$ cat config.mk
export PLATFORM = sky130hd
export DESIGN_NAME = e_mem_reader
export DESIGN_NICKNAME = d
export VERILOG_FILES = /design/src/rtl/e_mem_reader_pkg.sv /design/src/rtl/e_mem_skid_fifo.sv /design/src/rtl/e_mem_reader.sv
export SDC_FILE = /design/constraint.sdc
export NUM_CORES = 1
export LEC_CHECK = 0
export CAP_MARGIN = 20
export CORE_ASPECT_RATIO = 1.5
export CORE_UTILIZATION = 30
export CTS_CLUSTER_DIAMETER = 80
export DETAILED_ROUTE_END_ITERATION = 7
export GPL_ROUTABILITY_DRIVEN = 0
export REMOVE_ABC_BUFFERS = 1
export SYNTH_ARGS = -nofsm -noshare
export SYNTH_HDL_FRONTEND = slang
export SYNTH_SLANG_ARGS = --single-unit
$ cat constraint.sdc
create_clock -name clk -period 5.3 [get_ports clk]
set_clock_uncertainty 0.05 [all_clocks]
set_input_delay 1.325 -clock clk [delete_from_list [all_inputs] [get_ports clk]]
set_output_delay 1.325 -clock clk [all_outputs]
set_load 0.05 [all_outputs]
$ cat src/rtl/e_mem_reader_pkg.sv
// ---------------------------------------------------------------------------
// e_mem_reader_pkg
// Shared definitions for the E_MEM read master and its skid FIFO.
//   REG_SIZE : width of address, length and data words (build-wide macro)
//   MEM_SIZE : number of words in E_MEM (build-wide macro)
// Reader FSM encodings, FIFO depth and the address-advance helper live here.
// Optional feature macro: E_MEM_READER_WRAP_EN (address wraps at MEM_SIZE-1).
// ---------------------------------------------------------------------------
`ifndef REG_SIZE
`define REG_SIZE 16
`endif
`ifndef MEM_SIZE
`define MEM_SIZE 64
`endif

package e_mem_reader_pkg;

  localparam int REG_W      = `REG_SIZE;
  localparam int MEM_WORDS  = `MEM_SIZE;
  localparam int FIFO_DEPTH = 2;

  typedef enum logic [1:0] {
    ST_IDLE  = 2'd0,
    ST_RUN   = 2'd1,
    ST_DRAIN = 2'd2
  } state_e;

  // Address following 'a'. With wrapping enabled the last memory word is
  // followed by word 0; otherwise the counter simply rolls over 2^REG_W.
  function automatic logic [REG_W-1:0] next_addr(input logic [REG_W-1:0] a);
`ifdef E_MEM_READER_WRAP_EN
    return (a == REG_W'(MEM_WORDS - 1)) ? '0 : a + REG_W'(1);
`else
    return a + REG_W'(1);
`endif
  endfunction

endpackage

$ cat src/rtl/e_mem_skid_fifo.sv
// ---------------------------------------------------------------------------
// e_mem_skid_fifo
// Two-entry FIFO that absorbs read data still in flight when the consumer
// stalls. Push and pop in the same cycle are both honoured.
// Ports:
//   clk, rst      : clock, synchronous active-high reset (flushes the FIFO)
//   push_i        : write push_data_i (never asserted while full)
//   push_data_i   : entry to store
//   pop_i         : remove head entry (only asserted while head_valid_o)
//   head_data_o   : current head entry
//   head_valid_o  : FIFO not empty
//   occupancy_o   : number of stored entries (0..2)
// ---------------------------------------------------------------------------
module e_mem_skid_fifo
  import e_mem_reader_pkg::*;
#(
  parameter int W = REG_W + 1
) (
  input  logic         clk,
  input  logic         rst,
  input  logic         push_i,
  input  logic [W-1:0] push_data_i,
  input  logic         pop_i,
  output logic [W-1:0] head_data_o,
  output logic         head_valid_o,
  output logic [1:0]   occupancy_o
);

  logic [W-1:0] mem_q [FIFO_DEPTH];
  logic         wr_ptr_q;
  logic         rd_ptr_q;
  logic [1:0]   count_q;

  // NOTE: non-blocking assignments throughout so every register samples the
  // pre-edge values; storage is cleared on reset as well, because the head
  // entry is visible on m_data and must read 0 out of reset.
  always_ff @(posedge clk) begin
    if (rst) begin
      mem_q[0] <= '0;
      mem_q[1] <= '0;
      wr_ptr_q <= 1'b0;
      rd_ptr_q <= 1'b0;
      count_q  <= 2'd0;
    end else begin
      if (push_i) begin
        mem_q[wr_ptr_q] <= push_data_i;
        wr_ptr_q        <= ~wr_ptr_q;
      end
      if (pop_i) begin
        rd_ptr_q <= ~rd_ptr_q;
      end
      case ({push_i, pop_i})
        2'b10:   count_q <= count_q + 2'd1;
        2'b01:   count_q <= count_q - 2'd1;
        default: count_q <= count_q;
      endcase
    end
  end

  assign head_data_o  = mem_q[rd_ptr_q];
  assign head_valid_o = (count_q != 2'd0);
  assign occupancy_o  = count_q;

endmodule

$ cat src/rtl/e_mem_reader.sv
// ---------------------------------------------------------------------------
// e_mem_reader
// Read master for E_MEM: on start it walks length words from base_addr,
// drives mem_address, captures the 1-cycle-latency mem_data and presents it
// as a valid/ready stream through a 2-entry skid FIFO.
// Ports:
//   clk, rst            : clock, synchronous active-high reset
//   start               : command strobe (ignored while busy)
//   base_addr, length   : command, sampled with start
//   busy                : transfer in progress
//   done                : 1-cycle pulse when the last word has been accepted
//   err                 : 1-cycle pulse when a command is rejected
//   mem_address         : E_MEM address port
//   mem_data            : E_MEM registered read data
//   m_valid/m_ready     : output stream handshake
//   m_data, m_last      : stream word, final-word marker
// Macro E_MEM_READER_WRAP_EN: defined -> addresses wrap at MEM_SIZE and every
// command is accepted; undefined -> out-of-range commands are rejected.
// ---------------------------------------------------------------------------
module e_mem_reader
  import e_mem_reader_pkg::*;
(
  input  logic             clk,
  input  logic             rst,
  input  logic             start,
  input  logic [REG_W-1:0] base_addr,
  input  logic [REG_W-1:0] length,
  output logic             busy,
  output logic             done,
  output logic             err,
  output logic [REG_W-1:0] mem_address,
  input  logic [REG_W-1:0] mem_data,
  output logic             m_valid,
  input  logic             m_ready,
  output logic [REG_W-1:0] m_data,
  output logic             m_last
);

  state_e           state_q, state_d;
  logic [REG_W-1:0] addr_q, addr_d;
  logic [REG_W-1:0] len_q, len_d;
  logic [REG_W-1:0] issued_q, issued_d;
  logic             done_q, done_d;
  logic             err_q, err_d;
  logic             inflight_q;
  logic             inflight_last_q;

  logic             pop;
  logic             issue;
  logic             issue_last;
  logic             reject;
  logic [1:0]       occupancy;
  logic [REG_W:0]   head;

  assign pop = m_valid & m_ready;

  // Room check (occupancy + inflight - pop < 2), rearranged to avoid
  // unsigned underflow.
  assign issue = (state_q == ST_RUN) && (issued_q != len_q) &&
                 (({1'b0, occupancy} + {2'b00, inflight_q}) < (3'd2 + {2'b00, pop}));
  assign issue_last = (issued_q == len_q - REG_W'(1));

`ifdef E_MEM_READER_WRAP_EN
  assign reject = 1'b0;
`else
  logic [REG_W:0] end_addr;
  assign end_addr = {1'b0, base_addr} + {1'b0, length};
  assign reject   = ({1'b0, base_addr} >= (REG_W+1)'(MEM_WORDS)) ||
                    (end_addr > (REG_W+1)'(MEM_WORDS));
`endif

  // NOTE: every always_comb output gets a default before the case so no
  // path leaves a variable unassigned (which would infer a latch).
  always_comb begin
    state_d  = state_q;
    addr_d   = addr_q;
    len_d    = len_q;
    issued_d = issued_q;
    done_d   = 1'b0;
    err_d    = 1'b0;
    case (state_q)
      ST_IDLE: begin
        if (start) begin
          if (reject) begin
            err_d = 1'b1;
          end else if (length == '0) begin
            done_d = 1'b1;
          end else begin
            addr_d   = base_addr;
            len_d    = length;
            issued_d = '0;
            state_d  = ST_RUN;
          end
        end
      end
      ST_RUN: begin
        if (issue) begin
          addr_d   = next_addr(addr_q);
          issued_d = issued_q + REG_W'(1);
          if (issue_last) state_d = ST_DRAIN;
        end
      end
      ST_DRAIN: begin
        if (pop && m_last) begin
          state_d = ST_IDLE;
          done_d  = 1'b1;
        end
      end
      default: state_d = ST_IDLE;
    endcase
  end

  always_ff @(posedge clk) begin
    if (rst) begin
      state_q         <= ST_IDLE;
      addr_q          <= '0;
      len_q           <= '0;
      issued_q        <= '0;
      done_q          <= 1'b0;
      err_q           <= 1'b0;
      inflight_q      <= 1'b0;
      inflight_last_q <= 1'b0;
    end else begin
      state_q         <= state_d;
      addr_q          <= addr_d;
      len_q           <= len_d;
      issued_q        <= issued_d;
      done_q          <= done_d;
      err_q           <= err_d;
      // The word addressed this cycle appears on mem_data next cycle.
      inflight_q      <= issue;
      inflight_last_q <= issue & issue_last;
    end
  end

  e_mem_skid_fifo #(.W(REG_W + 1)) u_fifo (
    .clk         (clk),
    .rst         (rst),
    .push_i      (inflight_q),
    .push_data_i ({inflight_last_q, mem_data}),
    .pop_i       (pop),
    .head_data_o (head),
    .head_valid_o(m_valid),
    .occupancy_o (occupancy)
  );

  assign busy        = (state_q != ST_IDLE);
  assign done        = done_q;
  assign err         = err_q;
  assign mem_address = addr_q;
  assign m_data      = head[REG_W-1:0];
  assign m_last      = head[REG_W] & m_valid;

endmodule

==> flow_summary.json <==
{
  "outcome": "finished clean",
  "global_route.overflow_total": 0,
  "storage_element_area_mm2": 0.00220,
  "vias": 5141,
  "final.period_utilization_pct": 90.1,
  "tritoncts": "yes",
  "layout.nets": 798,
  "cts_buffer_depth": 2,
  "synth_most_common_cell": "sky130_fd_sc_hd__dfxtp_1",
  "netlist.area_leader.share_pct": 20.2,
  "timing.max_slew.rel_slack_pct": 37.7,
  "synth_edf_count": 34,
  "post_cts_hold_buffer_count": 0,
  "design.core.area_mm2": 0.0192,
  "htree_levels": 3,
  "cell_pwr_density_mw_per_mm2": 220,
  "hold_sp": "mem_address[15]",
  "ys.flop_type": "sky130_fd_sc_hd__dfxtp_1",
  "std_cell_rows": 62,
  "holdPathEnd": "mem_address[15]",
  "cp_slowest_stage_delay_ps": 530,
  "timing.max_cap.violations": 0,
  "floorplan.die.height_um": 173,
  "report.final.slew_viol_count": 0,
  "crit_cells": 12,
  "timing.critical_path.buf_inv": 2,
  "start_util_pct": 30.5,
  "r2r-start": "len_q[2]",
  "async_flop_share_pct": 0,
  "synth_area_mm2": 0.00585,
  "worstPathRequired_ps": 5450,
  "synthTopCellsByCount": "59 x sky130_fd_sc_hd__dfxtp_1, 58 x sky130_fd_sc_hd__nor2_1, 41 x sky130_fd_sc_hd__nand2_1",
  "timing_worst_slew_pin_value_ps": 925,
  "netlist.top_cell.by_area": "sky130_fd_sc_hd__dfxtp_1",
  "largest_net_degree_at_the_start_of_global_routing": 46,
  "grt_first_pass_wirelength_mm": 25.8,
  "unrepaired_setup_endpoints_after_global_routing": "no",
  "synthTopCellsByArea": "sky130_fd_sc_hd__dfxtp_1 20%, sky130_fd_sc_hd__edfxtp_1 17%, sky130_fd_sc_hd__ha_1 4.7%, sky130_fd_sc_hd__mux2i_1 4.3%, sky130_fd_sc_hd__and2_1 3.9%",
  "clock_latency_ps": 350,
  "die_w_um": 116,
  "synth-seq-area-share_pct": 37.6,
  "worst-r2r-setup-slack_ps": 1390,
  "timing.fmax_ghz": 0.209,
  "worstReg2RegEnd": "state_q[0]",
  "via_per_instance_ratio": 5.22,
  "buffers_added_on_ports": 88,
  "reg2reg_depth": 9,
  "number_of_diodes": 0,
  "yosys.cell_types.count": 70,
  "initial_antenna_violation_count": 0,
  "worstPathCellList": "clkdlybuf4s50_1, ha_1, nand2b_1, o22ai_1, a2111o_1, or4_4, nor4_4, nand4_2, o41ai_4, buf_12, mux2i_1, a21oi_1",
  "timing.final.crit_period_ps": 4780,
  "hold_depth": 1,
  "dr.first_iter.drc_count": 253,
  "clock-root-buffer": "sky130_fd_sc_hd__clkbuf_16",
  "worstSetupEndpointType": "register",
  "dp_hpwl_mm": 12.3,
  "clock_transition_time_at_the_flip_flop_clock_pins_of_the_worst_setup_and_hold_paths_ps": 70,
  "synth_area_per_inst_um2": 9.04,
  "cts_setup_buffers": 0,
  "crit_family": "simple AND/OR/NAND/NOR gates",
  "multi_input_comb_area_mm2": 0.00342,
  "static-leakage-power_nw": 2.67,
  "route.detailed.wl_per_inst_um": 16.5,
  "die_outline_area_mm2": 0.0201,
  "vdd_ir_drop_max_mv": 0.138,
  "crit_path_arrival_time_ps": 4930,
  "antenna_violating_nets_post_route": 0,
  "routed_wirelength_mm": 16.2,
  "timing.final.hold_violations": 0,
  "drive_gt1_share_pct": 8.79,
  "dp_cells": 968,
  "flip_flop_and_latch_count_after_synthesis": 93,
  "cts.sink_count": 93,
  "synth.yosys.warnings": 0,
  "layout.cells.non_filler": 984,
  "areaGrowthSynthToFinish_pct": 25.2,
  "number_of_buffers_added_by_the_clock_tree_synthesis_step": 9,
  "final-setup-viol-count": 0,
  "detail_route.drc_violations": 0,
  "critical_path.slowest_cell": "sky130_fd_sc_hd__or4_4",
  "syn_inst": 647,
  "timing.hold.worst.class": "register to register",
  "critPathKind": "input pin to register",
  "setup.worst_path.start_class": "input pin",
  "final.hold.worst_slack_ps": 447,
  "ios": 89,
  "critPathMaxFanout": 39,
  "total_global_route_track_usage_pct": 16.8,
  "vias_in_the_first_global_route": 5112,
  "detail_route.first_pass.iterations": 4,
  "post_cts.resized_instances": 0,
  "n_fill_cell": 1969
}
layout make-up:
cell class / count / area share [%]
Clock buffer: 9 / 3.08
Multi-Input combinational cell: 498 / 46.7
Tap cell: 256 / 4.37
Timing Repair Buffer: 102 / 13.7
Clock inverter: 7 / 1.03
Sequential cell: 93 / 30.1
Inverter: 19 / 0.974
worst reg2reg max path, delay by kind of cell (launching register included):
family	cells	cell delay, ps
xor gates and xnor gates	1	230
DFF	1	390
AOI/OAI and AO/OA	3	1140
and+or+nand+nor	5	1970
registers in the layout, summed over array words and instances (netlist names), named ones only:
register            count
mem_address            16
inflight_last_q         1
inflight_q              1
u_fifo.rd_ptr_q         1
u_fifo.wr_ptr_q         1
err                     1
done                    1
issued_q               16
u_fifo.occupancy_o      2
len_q                  16
u_fifo.mem_q           34
state_q                 2
routing by layer:
metal / global-route usage (%) / share of wire [%] / up-vias
li1: - / - / 2540
met1: 17.3 / 38 / 2428
met4: 10.5 / 4.8 / 0
met3: 2.07 / 3.5 / 38
met2: 31.1 / 54 / 135
met5: 0 / 0 / -
cell families after synthesis:
| group | Yosys count | synth area share, % |
|---|---|---|
| and+or+nand+nor | 253 | 23.3 |
| AOI/OAI and AO/OA | 144 | 17.0 |
| DFF | 93 | 37.6 |
| buffers and inverters | 56 | 4.06 |
| muxes | 42 | 7.55 |
| xor gates and xnor gates | 36 | 5.39 |
| adders and majority gates | 23 | 5.05 |
stage by stage:
| step | TNS, ps | area, µm² | worst slack, ps | util (%) | total power [mW] |
|---|---|---|---|---|---|
| after global placement | 0 | 7020 | 229 | 36.7 | 0.985 |
| after CTS | 0 | 7320 | 525 | 38.2 | 1.63 |
| after floorplan | -16550 | 5680 | -674 | - | 0.882 |
| after global routing | 0 | 7320 | 352 | 38.2 | 1.68 |
| after detailed placement | 0 | 7020 | 166 | 36.7 | 0.984 |
| final | 0 | 7320 | 525 | 38.2 | 1.61 |
layout by cell type (no fill, tap or decap), types with 3 or more instances in the layout:
cell type / n
sky130_fd_sc_hd__a211o_1: 3
sky130_fd_sc_hd__a211oi_1: 8
sky130_fd_sc_hd__a21boi_1: 4
sky130_fd_sc_hd__a21o_1: 9
sky130_fd_sc_hd__a21oi_1: 33
sky130_fd_sc_hd__a311oi_1: 14
sky130_fd_sc_hd__a31oi_1: 7
sky130_fd_sc_hd__and2_1: 36
sky130_fd_sc_hd__and3_1: 11
sky130_fd_sc_hd__buf_4: 12
sky130_fd_sc_hd__clkbuf_16: 9
sky130_fd_sc_hd__clkdlybuf4s50_1: 87
sky130_fd_sc_hd__dfxtp_1: 59
sky130_fd_sc_hd__edfxtp_1: 34
sky130_fd_sc_hd__ha_1: 22
sky130_fd_sc_hd__inv_1: 19
sky130_fd_sc_hd__inv_8: 3
sky130_fd_sc_hd__mux2_2: 17
sky130_fd_sc_hd__mux2i_1: 25
sky130_fd_sc_hd__nand2_1: 41
sky130_fd_sc_hd__nand2b_1: 11
sky130_fd_sc_hd__nand3_1: 20
sky130_fd_sc_hd__nand3b_1: 3
sky130_fd_sc_hd__nand4_1: 13
sky130_fd_sc_hd__nor2_1: 58
sky130_fd_sc_hd__nor2b_1: 3
sky130_fd_sc_hd__nor3_1: 17
sky130_fd_sc_hd__nor3b_1: 5
sky130_fd_sc_hd__nor4_1: 11
sky130_fd_sc_hd__o21ai_0: 19
sky130_fd_sc_hd__o21ai_1: 3
sky130_fd_sc_hd__o22ai_1: 10
sky130_fd_sc_hd__o31ai_1: 8
sky130_fd_sc_hd__or2_2: 6
sky130_fd_sc_hd__or3_1: 4
sky130_fd_sc_hd__or4_1: 3
sky130_fd_sc_hd__xnor2_1: 20
sky130_fd_sc_hd__xor2_1: 16
power breakdown:
group | leakage (nW) | internal [mW] | switching (mW)
registers | 0.826 | 0.747 | 0.00197
logic | 1.70 | 0.0950 | 0.124
clock network | 0.144 | 0.334 | 0.312
total | 2.67 | 1.18 | 0.437
worst max path at each step:
stage / startpoint / slack (ps) / to
after floorplan: base_addr[0] / -670 / mem_address[0]
after global placement: base_addr[13] / 230 / issued_q[2]
after detailed placement: base_addr[13] / 170 / mem_address[0]
after CTS: base_addr[13] / 520 / mem_address[0]
after global routing: base_addr[0] / 350 / mem_address[0]
final: base_addr[13] / 520 / issued_q[2]
Note: power is estimated with default switching activity, not from simulation.
